--- config.mk ---
export PLATFORM = sky130hd
export DESIGN_NAME = load_store_unit_flat
export DESIGN_NICKNAME = d
export VERILOG_FILES = /design/src/rtl/load_store_unit_if.sv /design/src/rtl/load_store_unit.sv /design/src/flat_wrapper.sv
export SDC_FILE = /design/constraint.sdc
export NUM_CORES = 1
export LEC_CHECK = 0
export ABC_AREA = 1
export CORE_MARGIN = 2
export CORE_UTILIZATION = 45
export CTS_CLUSTER_DIAMETER = 40
export CTS_CLUSTER_SIZE = 28
export DETAILED_ROUTE_END_ITERATION = 12
export PLACE_DENSITY = 0.81
export SLEW_MARGIN = 20
export SYNTH_ARGS = -nofsm -noshare
export SYNTH_HDL_FRONTEND = slang
export SYNTH_SLANG_ARGS = --single-unit
--- constraint.sdc ---
create_clock -name clk -period 1.9 [get_ports clk]
set_clock_uncertainty 0.15 [all_clocks]
set_input_delay 0.19 -clock clk [delete_from_list [all_inputs] [get_ports clk]]
set_output_delay 0.19 -clock clk [all_outputs]
set_load 0.01 [all_outputs]
--- src/rtl/load_store_unit_if.sv ---
// Core request/response and data-memory signals of the load/store unit.
// master: the load/store unit; slave: the core plus data memory around it.
interface load_store_unit_if #(
  parameter int unsigned ADDR_W = 32,
  parameter int unsigned DATA_W = 32
);
  logic              req_valid;
  logic              req_ready;
  logic              req_write;
  logic [1:0]        req_size;
  logic              req_unsigned;
  logic [ADDR_W-1:0] req_addr;
  logic [DATA_W-1:0] req_wdata;
  logic              resp_valid;
  logic [DATA_W-1:0] resp_rdata;
  logic              resp_error;
  logic [ADDR_W-1:0] mem_address;
  logic [DATA_W-1:0] mem_write_data;
  logic              mem_write;
  logic              mem_read;
  logic [DATA_W-1:0] mem_read_data;

  modport master (
    input  req_valid, req_write, req_size, req_unsigned, req_addr, req_wdata, mem_read_data,
    output req_ready, resp_valid, resp_rdata, resp_error,
    output mem_address, mem_write_data, mem_write, mem_read
  );

  modport slave (
    output req_valid, req_write, req_size, req_unsigned, req_addr, req_wdata, mem_read_data,
    input  req_ready, resp_valid, resp_rdata, resp_error,
    input  mem_address, mem_write_data, mem_write, mem_read
  );
endinterface

--- src/rtl/load_store_unit.sv ---
// Byte/half/word load-store unit driving a word-addressed memory (registered write, comb read).
// Optional LSU_PERF_CNT_EN adds load/store/error completion counters.
module load_store_unit #(
  parameter int unsigned ADDR_W = 32,
  parameter int unsigned DATA_W = 32
) (
  input logic               clk,
  input logic               rst_n,
  load_store_unit_if.master bus
`ifdef LSU_PERF_CNT_EN
  ,
  output logic [31:0]       cnt_loads,
  output logic [31:0]       cnt_stores,
  output logic [31:0]       cnt_errors
`endif
);

  localparam int unsigned BYTE_W = 8;
  localparam int unsigned HALF_W = 16;
  localparam logic [1:0]  SZ_BYTE = 2'b00;
  localparam logic [1:0]  SZ_HALF = 2'b01;
  localparam logic [1:0]  SZ_WORD = 2'b10;
  localparam logic [1:0]  SZ_ILL  = 2'b11;

  typedef enum logic [2:0] {
    IDLE   = 3'd0,
    LOAD   = 3'd1,
    RMW_RD = 3'd2,
    STORE  = 3'd3,
    RESP   = 3'd4
  } state_e;

  state_e            state_q, state_d;
  logic              req_ready_q, req_ready_d;
  logic              resp_valid_q, resp_valid_d;
  logic              resp_error_q, resp_error_d;
  logic [DATA_W-1:0] resp_rdata_q, resp_rdata_d;
  logic              mem_read_q, mem_read_d;
  logic              mem_write_q, mem_write_d;
  logic [ADDR_W-1:0] mem_address_q, mem_address_d;
  logic [DATA_W-1:0] merge_q, merge_d;
  logic [1:0]        size_q, size_d;
  logic              unsigned_q, unsigned_d;
  logic [1:0]        off_q, off_d;

  logic              req_err;
  logic [4:0]        byte_sh, half_sh;
  logic [DATA_W-1:0] byte_lane, half_lane, load_ext, lane_mask, lane_ins, rmw_word;

`ifdef LSU_PERF_CNT_EN
  logic              write_q, write_d;
  logic              err_q, err_d;
  logic [31:0]       cnt_loads_q, cnt_loads_d;
  logic [31:0]       cnt_stores_q, cnt_stores_d;
  logic [31:0]       cnt_errors_q, cnt_errors_d;
`endif

  // Lane extraction/extension for loads and lane merge for sub-word stores
  always_comb begin
    byte_sh   = {off_q, 3'b000};
    half_sh   = {off_q[1], 4'b0000};
    byte_lane = bus.mem_read_data >> byte_sh;
    half_lane = bus.mem_read_data >> half_sh;
    load_ext  = bus.mem_read_data;
    case (size_q)
      SZ_BYTE: load_ext = unsigned_q ? DATA_W'(byte_lane[BYTE_W-1:0])
                        : {{(DATA_W-BYTE_W){byte_lane[BYTE_W-1]}}, byte_lane[BYTE_W-1:0]};
      SZ_HALF: load_ext = unsigned_q ? DATA_W'(half_lane[HALF_W-1:0])
                        : {{(DATA_W-HALF_W){half_lane[HALF_W-1]}}, half_lane[HALF_W-1:0]};
      default: load_ext = bus.mem_read_data;
    endcase
    if (size_q == SZ_BYTE) begin
      lane_mask = DATA_W'(8'hFF) << byte_sh;
      lane_ins  = DATA_W'(merge_q[BYTE_W-1:0]) << byte_sh;
    end else begin
      lane_mask = DATA_W'(16'hFFFF) << half_sh;
      lane_ins  = DATA_W'(merge_q[HALF_W-1:0]) << half_sh;
    end
    rmw_word = (bus.mem_read_data & ~lane_mask) | lane_ins;
  end

  // Next-state and registered-output logic
  always_comb begin
    state_d       = state_q;
    resp_error_d  = resp_error_q;
    resp_rdata_d  = resp_rdata_q;
    mem_address_d = mem_address_q;
    merge_d       = merge_q;
    size_d        = size_q;
    unsigned_d    = unsigned_q;
    off_d         = off_q;
`ifdef LSU_PERF_CNT_EN
    write_d       = write_q;
    err_d         = err_q;
    cnt_loads_d   = cnt_loads_q;
    cnt_stores_d  = cnt_stores_q;
    cnt_errors_d  = cnt_errors_q;
`endif
    req_err = (bus.req_size == SZ_ILL)
            | ((bus.req_size == SZ_HALF) & bus.req_addr[0])
            | ((bus.req_size == SZ_WORD) & (bus.req_addr[1:0] != 2'b00));

    case (state_q)
      IDLE: begin
        if (bus.req_valid) begin
          size_d        = bus.req_size;
          unsigned_d    = bus.req_unsigned;
          off_d         = bus.req_addr[1:0];
          merge_d       = bus.req_wdata;
          mem_address_d = {bus.req_addr[ADDR_W-1:2], 2'b00};
          resp_rdata_d  = '0;
          resp_error_d  = req_err;
`ifdef LSU_PERF_CNT_EN
          write_d       = bus.req_write;
          err_d         = req_err;
`endif
          if (req_err)                       state_d = RESP;
          else if (!bus.req_write)           state_d = LOAD;
          else if (bus.req_size == SZ_WORD)  state_d = STORE;
          else                               state_d = RMW_RD;
        end
      end
      LOAD: begin
        resp_rdata_d = load_ext;
        state_d      = RESP;
      end
      RMW_RD: begin
        merge_d = rmw_word;
        state_d = STORE;
      end
      STORE: state_d = RESP;
      RESP: begin
        state_d = IDLE;
`ifdef LSU_PERF_CNT_EN
        if (err_q)        cnt_errors_d = cnt_errors_q + 32'd1;
        else if (write_q) cnt_stores_d = cnt_stores_q + 32'd1;
        else              cnt_loads_d  = cnt_loads_q + 32'd1;
`endif
      end
      default: state_d = IDLE;
    endcase

    // Control outputs are flopped versions of the upcoming state decode
    req_ready_d  = (state_d == IDLE);
    mem_read_d   = (state_d == LOAD) || (state_d == RMW_RD);
    mem_write_d  = (state_d == STORE);
    resp_valid_d = (state_d == RESP);
  end

  always_ff @(posedge clk or negedge rst_n) begin
    if (!rst_n) begin
      state_q       <= IDLE;
      req_ready_q   <= 1'b1;
      resp_valid_q  <= 1'b0;
      resp_error_q  <= 1'b0;
      resp_rdata_q  <= '0;
      mem_read_q    <= 1'b0;
      mem_write_q   <= 1'b0;
      mem_address_q <= '0;
      merge_q       <= '0;
      size_q        <= '0;
      unsigned_q    <= 1'b0;
      off_q         <= '0;
`ifdef LSU_PERF_CNT_EN
      write_q       <= 1'b0;
      err_q         <= 1'b0;
      cnt_loads_q   <= '0;
      cnt_stores_q  <= '0;
      cnt_errors_q  <= '0;
`endif
    end else begin
      state_q       <= state_d;
      req_ready_q   <= req_ready_d;
      resp_valid_q  <= resp_valid_d;
      resp_error_q  <= resp_error_d;
      resp_rdata_q  <= resp_rdata_d;
      mem_read_q    <= mem_read_d;
      mem_write_q   <= mem_write_d;
      mem_address_q <= mem_address_d;
      merge_q       <= merge_d;
      size_q        <= size_d;
      unsigned_q    <= unsigned_d;
      off_q         <= off_d;
`ifdef LSU_PERF_CNT_EN
      write_q       <= write_d;
      err_q         <= err_d;
      cnt_loads_q   <= cnt_loads_d;
      cnt_stores_q  <= cnt_stores_d;
      cnt_errors_q  <= cnt_errors_d;
`endif
    end
  end

  assign bus.req_ready      = req_ready_q;
  assign bus.resp_valid     = resp_valid_q;
  assign bus.resp_error     = resp_error_q;
  assign bus.resp_rdata     = resp_rdata_q;
  assign bus.mem_read       = mem_read_q;
  assign bus.mem_write      = mem_write_q;
  assign bus.mem_address    = mem_address_q;
  assign bus.mem_write_data = merge_q;
`ifdef LSU_PERF_CNT_EN
  assign cnt_loads  = cnt_loads_q;
  assign cnt_stores = cnt_stores_q;
  assign cnt_errors = cnt_errors_q;
`endif

endmodule

--- src/flat_wrapper.sv ---
// flat-port wrapper written by rule: the top's interface ports become plain ports
module load_store_unit_flat 
#(
  parameter int unsigned ADDR_W = 32,
  parameter int unsigned DATA_W = 32
)
  (clk, rst_n, bus_req_valid, bus_req_write, bus_req_size, bus_req_unsigned, bus_req_addr, bus_req_wdata, bus_mem_read_data, bus_req_ready, bus_resp_valid, bus_resp_rdata, bus_resp_error, bus_mem_address, bus_mem_write_data, bus_mem_write, bus_mem_read);
  load_store_unit_if #(.ADDR_W(ADDR_W), .DATA_W(DATA_W)) bus_i ();
  input logic clk;
  input logic rst_n;
  input wire logic [$bits(bus_i.req_valid)-1:0] bus_req_valid;
  input wire logic [$bits(bus_i.req_write)-1:0] bus_req_write;
  input wire logic [$bits(bus_i.req_size)-1:0] bus_req_size;
  input wire logic [$bits(bus_i.req_unsigned)-1:0] bus_req_unsigned;
  input wire logic [$bits(bus_i.req_addr)-1:0] bus_req_addr;
  input wire logic [$bits(bus_i.req_wdata)-1:0] bus_req_wdata;
  input wire logic [$bits(bus_i.mem_read_data)-1:0] bus_mem_read_data;
  output wire logic [$bits(bus_i.req_ready)-1:0] bus_req_ready;
  output wire logic [$bits(bus_i.resp_valid)-1:0] bus_resp_valid;
  output wire logic [$bits(bus_i.resp_rdata)-1:0] bus_resp_rdata;
  output wire logic [$bits(bus_i.resp_error)-1:0] bus_resp_error;
  output wire logic [$bits(bus_i.mem_address)-1:0] bus_mem_address;
  output wire logic [$bits(bus_i.mem_write_data)-1:0] bus_mem_write_data;
  output wire logic [$bits(bus_i.mem_write)-1:0] bus_mem_write;
  output wire logic [$bits(bus_i.mem_read)-1:0] bus_mem_read;
  assign bus_i.req_valid = bus_req_valid;
  assign bus_i.req_write = bus_req_write;
  assign bus_i.req_size = bus_req_size;
  assign bus_i.req_unsigned = bus_req_unsigned;
  assign bus_i.req_addr = bus_req_addr;
  assign bus_i.req_wdata = bus_req_wdata;
  assign bus_i.mem_read_data = bus_mem_read_data;
  assign bus_req_ready = bus_i.req_ready;
  assign bus_resp_valid = bus_i.resp_valid;
  assign bus_resp_rdata = bus_i.resp_rdata;
  assign bus_resp_error = bus_i.resp_error;
  assign bus_mem_address = bus_i.mem_address;
  assign bus_mem_write_data = bus_i.mem_write_data;
  assign bus_mem_write = bus_i.mem_write;
  assign bus_mem_read = bus_i.mem_read;
  load_store_unit #(.ADDR_W(ADDR_W), .DATA_W(DATA_W)) u_core (.clk(clk), .rst_n(rst_n), .bus(bus_i));
endmodule
**After elaboration in Yosys (flattened, before gate mapping)**

Index checks and enable logic that the tools add are counted.

- Flip-flop bits (word level): 107
- Input port bits: 103
- Output and inout port bits: 101
- Word-level logic and storage cells: 62

- Equality and inequality tests: 12
- Shifts and indexed selects: 6
- Mux-type cells: 14
- Bitwise operators: 7
- Reductions and logical operators: 11

Operators by type and width:

| kind | count |
|---|---|
| 32-bit 2-to-1 mux | 6 |
| 32-bit one-hot mux with 2 select lines | 3 |
| 32-bit AND | 1 |
| 32-bit NOT | 1 |
| 32-bit OR | 1 |
| 16-bit by 5-bit left shift with 32-bit output | 1 |
| 16-bit by 5-bit left shift with 32-bit output (first input constant) | 1 |
| 8-bit by 5-bit left shift with 32-bit output | 1 |
| 8-bit by 5-bit left shift with 32-bit output (first input constant) | 1 |
| 32-bit by 5-bit >> shifter with 16-bit output | 1 |
| 32-bit by 5-bit >> shifter with 8-bit output | 1 |
| 3-bit by 2-bit == test with 1-bit output (second input constant) | 4 |
| 3-bit 2-to-1 mux | 3 |
| 3-bit one-hot mux with 3 select lines | 1 |
| 3-bit by 1-bit == test with 1-bit output (second input constant) | 2 |
| 3-bit zero test | 2 |
| 2-bit AND reduction | 3 |
| 2-bit nonzero test | 3 |
| 2-bit by 1-bit == test with 1-bit output (second input constant) | 2 |
| 2-bit == test (second input constant) | 2 |
| 3-bit == test (second input constant) | 1 |
| 1-bit AND | 2 |
| 2-bit zero test | 1 |
| 2-bit != test (second input constant) | 1 |
| other kinds (4) | 5 |

**Longest topological paths before layout**

- Word-level depth: 9
- Depth in mapped cells: 11
- Gate-level depth less buffers: 9

**Worst setup path before layout**

No wires, ideal clock.

- Path kind: register to register
- Start: reg u_core.state_q[0]
- End: reg u_core.merge_q[10], in the netlist u_core.bus.mem_write_data[10]
- Arrival: 1.262 ns
- Data required time: 1.621 ns
- Path slack: 0.358 ns
- Stages on the path, launching flop included: 9
- Buffers on the path: 2
- Clock period less this slack: 1.542 ns
- Cells stage by stage: dfrtp_1 -> nor2_4 -> nand2_1 -> buf_4 -> nand2_4 -> inv_1 -> buf_2 -> o21ai_0 -> nand3_1

- Longest elaborated chain between the ends: 3
- Elaborated cells between the ends (all ways): 6

RTL lines:

| what | RTL line | text |
|---|---|---|
| start, declared | load_store_unit.sv:33 | `state_e state_q, state_d;` |
| start signal, assigned | load_store_unit.sv:172 | `state_q <= state_d;` |
| 3-bit by 2-bit == test with 1-bit output / 3-bit zero test (equally long branches) | load_store_unit.sv:103 | `case (state_q)` |
| 2-bit nonzero test (no line) / 2-bit != test (equally long branches) | - |  |
| 2-bit AND reduction (no line) | - |  |
| end signal, assigned | load_store_unit.sv:180 | `merge_q <= merge_d;` |
| end, declared | load_store_unit.sv:41 | `logic [DATA_W-1:0] merge_q, merge_d;` |

Several ways; a longest one is shown, not always the timed one.
A chain may end at the register's enable or synchronous reset.

**Worst setup path after layout**

- Start: reg u_core.merge_q[2], in the netlist u_core.bus.mem_write_data[2]
- End: out bus_mem_write_data[2]

RTL lines:

| what | RTL line | text |
|---|---|---|
| end, declared | flat_wrapper.sv:23 | `output wire logic [$bits(bus_i.mem_write_data)-1:0] bus_mem_write_data;` |

No word-level cell between the ends.

==> flow_metrics.tcl <==
set metrics [dict create \
    run_status "finished clean" \
    synth_warnings 0 \
    crit_path_cell_trace "clkdlybuf4s50_1" \
    row_count 40 \
    drt_iter0_drc 351 \
    drt-pass1-iter-count 5 \
    placed_area_sq_um 7789 \
    worstPathRequired_ps 1560 \
    power_density_nw_per_um2 1582 \
    initial_utilization_pct 45.95 \
    avgSynthCellArea_sq_um 7.214 \
    cts_tree "done" \
    die_h_um 114.7 \
    syn_inst 765 \
    p_leak_nw 4.136 \
    worst_setup_path_start_kind "register" \
    drv_cap 0 \
    crit_path_end_kind "output port" \
    syn_to_final_growth_pct 46.97 \
    synthDominantCellAreaShare_pct 48.06 \
    cts_made_buffers 9 \
    grt_pass1_wl_um 27450 \
    synth-seq-area-share_pct 48.54 \
    clockBufferDepth 2 \
    power_mw 12.83 \
    ff2ff_path_depth 8 \
    max_freq_mhz 553.6 \
    r2r_slack_ps 150 \
    vdd_ir_drop_max_mv 0.8126 \
    crit_type "reg -> out" \
    grt_pass1_vias 5420 \
    netlist_area_sq_um 5519 \
    worstHoldPathCells 3 \
    gp_congestion 0.9394 \
    clkLatencyLatePin_ps 350 \
    slew_headroom_pct 60.59 \
    period_minus_slack_ps 1806 \
    hold_path.class "in -> reg" \
    vias 5692 \
    timing.setup.tns_ps 0 \
    slew_violations 0 \
    yosys.area.top_type "dfrtp_1" \
    ys_top_cells_by_area "dfrtp_1, nand2_1, nand3_1" \
    die_w_um 114.7 \
    synth_cell_types 31 \
    htreeDepth 3 \
    holdPathEnd "u_core.bus.mem_address[8]" \
    crit_fanout 5 \
    hold_start "bus_req_addr[8]" \
    finalSetupViolCount 0 \
    die_area_sq_um 13170 \
    drc 0 \
    r2r-end "u_core.bus.mem_write_data[30]" \
    dp_hpwl_um 12840 \
    design.core.area_sq_um 12010 \
    worstReg2RegStart "u_core.size_q[1]" \
    period_share_pct 95.07 \
    grt_max_degree 108 \
    critical-path-top-delay-family "buffers and inverters" \
    drive_above_1_share_pct 7.275 \
    drtAntennaViolNets 0 \
    cp.arrival_ps 1470 \
    finalInstanceArea_sq_um 8112 \
    diodes 0 \
    max_slew.worst_pin.slew_ps 591.1 \
    finalNetCount 1074 \
    viasPerCell 5.069 \
    overflow 0 \
    crit_slowest_cell "clkdlybuf4s50_1" \
    wirelength_um 17380 \
    path_clk_slew_ps 80 \
    portBuffers 201 \
    path_buf_inv 1 \
    ios 204 \
    ys_ff_latch 107 \
    postCtsSetupBuffers 0 \
    rsz0062_at_grt "false" \
    wire_per_inst_um 15.47 \
    clock_sinks 107 \
    cpPeakStageDelay_ps 610 \
    grt_usage_pct 26.66 \
    cts_root_buf "clkbuf_16" \
    finalHoldViolations 0 \
    antenna_found_initial 0 \
]
## layout by cell type (no fill, tap or decap), types with 8 or more instances in the layout
cell / Yosys / layout
nor2_1: 31 / 31
nand2_1: 394 / 394
a21boi_1: 8 / 8
inv_1: 51 / 51
a21oi_1: 16 / 16
clkdlybuf4s50_1: 0 / 200
buf_4: 5 / 22
o21ai_0: 37 / 37
clkbuf_16: 0 / 9
dfrtp_1: 106 / 106
nand3_1: 40 / 40
a22oi_1: 8 / 8
## synthesized netlist by cell type, drive strengths merged
master and number:
clkbuf 14, conb 1, nor3 1, clkinv 1
o22ai 6, a22oi 8, dfstp 1, inv 56
or2 8, dfrtp 106, buf 20, nand3 41
nand4 1, a21oi 16, o21ai 40, nand2 400
a21boi 8, nor2 37
## final cells by class
| class | instances | area [sq um] |
|---|---|---|
| inverter | 57 | 219.0 |
| fill | 1029 | 3900 |
| multi-input combinational | 568 | 2442 |
| clock inverter | 7 | 85.08 |
| sequential | 107 | 2679 |
| tap | 147 | 183.9 |
| timing repair buffer | 228 | 2277 |
| clock buffer | 9 | 225.2 |
## how the worst max path moves through the flow
stage,from,to,slack [ps],depth (start not counted)
6_report,u_core.bus.mem_write_data[2],bus_mem_write_data[2],90,1
5_1_grt,u_core.size_q[1],u_core.bus.mem_write_data[21],10,7
4_1_cts,u_core.bus.mem_write_data[2],bus_mem_write_data[2],120,1
3_5_place_dp,bus_req_valid,u_core.bus.req_ready,70,7
3_3_place_gp,bus_req_valid,u_core.bus.req_ready,160,7
2_1_floorplan,u_core.state_q[0],u_core.bus.mem_write_data[10],360,8
## timing repair
action | 4_1_cts | 5_1_grt
hold buffers | 1 | 0
resized for setup | 0 | 1
endpoints found under the hold margin | 106 | 0
endpoints found under the setup margin | 0 | 3
## kinds of logic after synthesis
kind of cell	share of synthesized area (%)
AO/OA/AOI/OAI	8.003
buffers and inverters	7.368
flip-flops	48.54
other	0.06795
AND/OR/NAND/NOR	36.02
## state kept, by name (all words and copies together), names as in the netlist, 2 cells and up
signal and cells:
u_core.bus.mem_address 30, u_core.bus.mem_write_data 32, u_core.bus.resp_rdata 32, u_core.off_q 2, u_core.size_q 2, u_core.state_q 3
## power by group
part | switching [mW] | internal [mW] | total (mW)
combinational | 3.73 | 3.18 | 6.91
clock | 0.923 | 1.05 | 1.97
sequential | 0.710 | 3.23 | 3.94
## metrics by stage
stage | setup WS, ps | utilization (%) | hold slack [ps] | cells
6_report | 93.61 | 67.53 | 218.4 | 1123
5_1_grt | 10.41 | 67.53 | 212.4 | 1123
4_1_cts | 123.7 | 67.51 | 211.9 | 1123
3_5_place_dp | 68.57 | 64.84 | 163.6 | 1106
3_3_place_gp | 157.7 | 64.84 | 157.9 | 1106
2_1_floorplan | 358.4 | - | -255.6 | 766
## per-layer routing
layer | global-route usage (%) | share of wire (%) | up-vias
met1 | 34.29 | 41 | 2602
li1 | - | - | 2774
met4 | 8.594 | 2.5 | 0
met2 | 44.18 | 46 | 283
met5 | 0 | 0 | -
met3 | 7.169 | 10 | 33
Power figures use the tool's default switching activity.
